===== config.mk =====
export PLATFORM = sky130hd
export DESIGN_NAME = instruction_ram_loader
export DESIGN_NICKNAME = d
export VERILOG_FILES = /design/src/rtl/instruction_ram_loader.sv
export SDC_FILE = /design/constraint.sdc
export NUM_CORES = 1
export LEC_CHECK = 0
export BUFFER_PORTS_ARGS = -buffer_cell sky130_fd_sc_hd__clkbuf_2
export CORE_ASPECT_RATIO = 1.25
export CORE_UTILIZATION = 47
export DETAILED_ROUTE_END_ITERATION = 6
export GPL_TIMING_DRIVEN = 1
export MAX_ROUTING_LAYER = met4
export PLACE_DENSITY = 0.69
export RECOVER_POWER = 25
export SYNTH_ARGS = -nofsm -noshare
export SYNTH_HDL_FRONTEND = slang
export SYNTH_SLANG_ARGS = --single-unit

===== constraint.sdc =====
create_clock -name clock -period 5.03 [get_ports clock]
set_clock_uncertainty 0.1 [all_clocks]
set_input_delay 0.2515 -clock clock [delete_from_list [all_inputs] [get_ports clock]]
set_output_delay 0.2515 -clock clock [all_outputs]
set_load 0.01 [all_outputs]

===== src/rtl/instruction_ram_loader.sv =====
// Boot loader: assembles a big-endian byte stream into 32-bit words and writes them to
// instruction RAM from address 0 upward, stalling the CPU until the last word is written.
module instruction_ram_loader #(
  parameter int ADDR_WIDTH = 10,
  parameter int DATA_WIDTH = 32
) (
  input  logic                  clock,
  input  logic                  reset,
  input  logic                  start,
  input  logic [ADDR_WIDTH:0]   programLength,
  input  logic [7:0]            byteIn,
  input  logic                  byteValid,
  output logic                  byteReady,
  output logic                  writeEnable,
  output logic [ADDR_WIDTH-1:0] writeAddress,
  output logic [DATA_WIDTH-1:0] writeData,
  output logic                  cpuHold,
  output logic                  done
);

  typedef enum logic [1:0] {
    S_IDLE,
    S_COLLECT,
    S_WRITE,
    S_DONE
  } state_t;

  state_t                state_q, state_d;
  logic [ADDR_WIDTH:0]   len_q, len_d;
  logic [ADDR_WIDTH-1:0] addr_q, addr_d;
  logic [1:0]            cnt_q, cnt_d;
  logic [DATA_WIDTH-1:0] word_q, word_d;
  logic [ADDR_WIDTH-1:0] waddr_q, waddr_d;
  logic [DATA_WIDTH-1:0] wdata_q, wdata_d;

  always_ff @(posedge clock or negedge reset) begin
    if (!reset) begin
      state_q <= S_IDLE;
      len_q   <= '0;
      addr_q  <= '0;
      cnt_q   <= '0;
      word_q  <= '0;
      waddr_q <= '0;
      wdata_q <= '0;
    end else begin
      state_q <= state_d;
      len_q   <= len_d;
      addr_q  <= addr_d;
      cnt_q   <= cnt_d;
      word_q  <= word_d;
      waddr_q <= waddr_d;
      wdata_q <= wdata_d;
    end
  end

  always_comb begin
    state_d = state_q;
    len_d   = len_q;
    addr_d  = addr_q;
    cnt_d   = cnt_q;
    word_d  = word_q;
    waddr_d = waddr_q;
    wdata_d = wdata_q;
    case (state_q)
      S_IDLE: begin
        if (start) begin
          len_d = programLength;
          if (programLength == '0) begin
            state_d = S_DONE;
          end else begin
            addr_d  = '0;
            cnt_d   = '0;
            state_d = S_COLLECT;
          end
        end
      end
      S_COLLECT: begin
        if (byteValid) begin
          word_d = {word_q[DATA_WIDTH-9:0], byteIn};
          cnt_d  = cnt_q + 2'd1;
          // Write-port registers latch here so they stay stable while the next word assembles.
          if (cnt_q == 2'd3) begin
            waddr_d = addr_q;
            wdata_d = {word_q[DATA_WIDTH-9:0], byteIn};
            state_d = S_WRITE;
          end
        end
      end
      S_WRITE: begin
        if ({1'b0, addr_q} == len_q - (ADDR_WIDTH+1)'(1)) begin
          state_d = S_DONE;
        end else begin
          addr_d  = addr_q + ADDR_WIDTH'(1);
          cnt_d   = '0;
          state_d = S_COLLECT;
        end
      end
      S_DONE: begin
        state_d = S_IDLE;
      end
      default: begin
        state_d = S_IDLE;
      end
    endcase
  end

  assign byteReady    = (state_q == S_COLLECT);
  assign writeEnable  = (state_q == S_WRITE);
  assign writeAddress = waddr_q;
  assign writeData    = wdata_q;
  assign cpuHold      = (state_q != S_IDLE);
  assign done         = (state_q == S_DONE);

endmodule


==> impl_metrics.yaml <==
power:
  pwr-share-clk: 0.212
  intPower_mw: 1.46
  combPwrFrac: 0.299
  p_per_area_nw_per_um2: 481
  peakVddDrop_mv: 0.242
  p_leak_nw: 2.31
  p_sw_frac: 0.346
  switching_power_uw: 776
  p_seq_frac: 0.490
route:
  post_drt_wl_per_cell_um: 15.8
  drt_iter0_markers: 112
  ant_nets: 0
  viasPerCell: 5.62
  wl_um: 7570
  firstDrtPassIters: 4
  drc_errors: 0
  vias: 2688
die:
  dieWidth_um: 85.3
  rows: 37
  ios: 69
  die_y_um: 106
  dieArea_um2: 9040
  core_um2: 8330
  start_util: 0.489
place:
  post-place-cells: 461
  dp_hpwl_um: 5370
  placed_area_um2: 4490
  port_buffers: 68
  place_congestion: 0.801
cts:
  clockBufferDepth: 2
  tritoncts: "built"
  clock_latency_ps: 360
  htreeDepth: 3
  cts_num_sinks: 91
  cts_made_buffers: 9
  cts-root-buf: "clkbuf_8"
  clk_pin_slew_worst_paths_ps: 100
synthesis:
  syn_area_um2: 4070
  yosysWarnings: 0
  synth_flop_cell: "dfrtp_1"
  synthTopCellsByCount: "91 x dfrtp_1, 77 x mux2_2, 14 x nand2_1, 12 x clkbuf_1, 9 x nand3_1"
  synthCells: 309
  yosysTopAreaCellShare: 0.559
  synth.area.top_cells: "dfrtp_1 56%, mux2_2 21%, ha_1 2.2%"
  yosys.cell_types.count: 46
  ys_ff_latch: 91
  synth.avg_cell_area_um2: 13.2
  synthArstFlopShare: 1.00
  synth_fp_nets: 339
  ys_seq_area_frac: 0.559
  yosysMostFrequentCell: "dfrtp_1"
  synth_edf_count: 0
  synth_top_cell_by_area: "dfrtp_1"
timing:
  slew_viol_final: 40
  worst_pin_slew_ps: 2030
  hold_violations: 0
  fmax_mhz: 325
  post-route-min-period_ps: 3080
  rsz0062_at_grt: "false"
  fin_setup_tns_ps: 0
  slew_headroom: -0.355
  finalSetupViolCount: 0
  period_share: 0.611
grt:
  grt_pass1_vias: 2757
  grt_pass1_wl_um: 13200
  grt_util_all_layers: 0.191
  antenna_found_initial: 0
  grt_max_degree: 54
  globalRouteOverflowTotal: 0
worst_setup_path:
  worstPathMaxFanout: 6
  crit_arrival_ps: 3230
  startpoint_type: "flop"
  critical_path_class: "flop to flop"
  end_kind: "flop"
  cp.required_ps: 5180
cells_and_area:
  fillers: 733
  syn_to_final_growth_pct: 14.3
  fin_area_um2: 4650
  drive_gt1_frac: 0.386
  finalNonFillerCells: 478
  utilization: 0.559
  nets: 406
  antenna_cells: 0
outcome:
  status: "finished, violations left"
  violations: "capacitance limit, slew limit"
hold_path:
  hold_class: "input port to flop"
flow_run:
  drv_cap: 1
## kinds of logic (layout without fill, tap and decap cells)
group           Yosys count  after routing  synth area share
flops                    91             91             0.559
simple gates             70             70            0.0980
xor+xnor                  9              9            0.0194
compound gates           33             33            0.0630
buf+inv                  20             92            0.0212
mux                      79             79             0.218
fa+ha+maj                 7              7            0.0215
## path summary, 6_finish.rpt
path	start	to	slack (ps)	depth (start not counted)
max	len_q[0]$_DFFE_PN0P_	addr_q[5]$_DFFE_PN0P_	1950	9
min	byteIn[0]	writeData[0]$_DFFE_PN0P_	30	2
max reg2reg	len_q[0]$_DFFE_PN0P_	addr_q[5]$_DFFE_PN0P_	1950	9
min reg2reg	word_q[23]$_DFFE_PN0P_	word_q[23]$_DFFE_PN0P_	410	1
max in group asynchronous	reset	writeAddress[6]$_DFFE_PN0P_	2360	3
min in group asynchronous	reset	writeAddress[2]$_DFFE_PN0P_	900	2
## critical path, cell delays in order, from the launching register on
cell and delay [ps]:
dfrtp_1 430, inv_1 70, ha_1 220, or4b_4 500, or4_1 480, and3_1 200
a211oi_2 290, and3_1 360, o22ai_1 150, a21o_1 170
## per-stage QoR
stage	setup WS (ps)	total power, mW	hold WS (ps)
after floorplan	2200	1.59	-144
after global placement	2050	1.76	156
after detailed placement	1990	1.79	156
after CTS	1940	2.27	21.8
after global routing	1800	2.40	31.0
final	1950	2.24	29.6
## cell usage in the layout (no fill, tap or decap), drive strengths merged, types with 5 or more instances in the layout
cell | synthesis | layout
and3 | 6 | 6
nor4 | 5 | 5
mux2 | 77 | 77
clkbuf | 12 | 77
nand3 | 9 | 9
inv | 6 | 12
o21ai | 9 | 9
xor2 | 5 | 5
ha | 7 | 7
nor2 | 8 | 8
dfrtp | 91 | 91
nor3 | 5 | 5
nand2 | 14 | 14
## flip-flops by register name, summed over array words and instances, names as in the netlist
| signal | flops |
|---|---|
| writeData | 32 |
| word_q | 24 |
| len_q | 11 |
| addr_q | 10 |
| writeAddress | 10 |
| cnt_q | 2 |
| state_q | 2 |
## what timing repair did
item | in CTS | in global routing
hold buffers | 1 | 0
gates resized for setup | 0 | 0
buffers inserted | 0 | 0
endpoints found under the setup margin | 0 | 0
hold endpoints to repair | 38 | 0
## per-layer routing
layer	part of all wire	track usage
met3	0.042	0.0365
met5	0	-
met1	0.42	0.224
met4	0.025	0.0869
met2	0.51	0.319
## power by group through the flow
stage / clock network [mW] / registers [mW] / logic (mW)
6_report: 0.474 / 1.10 / 0.668
5_1_grt: 0.515 / 1.13 / 0.750
4_1_cts: 0.490 / 1.10 / 0.683
3_5_place_dp: 0 / 1.12 / 0.679
3_3_place_gp: 0 / 1.10 / 0.657
2_1_floorplan: 0 / 1.07 / 0.518
## area by class of cell
cell class / instances / area [um2] / area share
clock buffer: 9 / 124 / 0.0266
multi-input combinational: 198 / 1710 / 0.368
tap: 97 / 121 / 0.0261
timing repair buffer: 70 / 333 / 0.0715
clock inverter: 7 / 62.6 / 0.0134
inverter: 6 / 22.5 / 0.00484
sequential: 91 / 2280 / 0.489
Power figures use the tool's default switching activity.
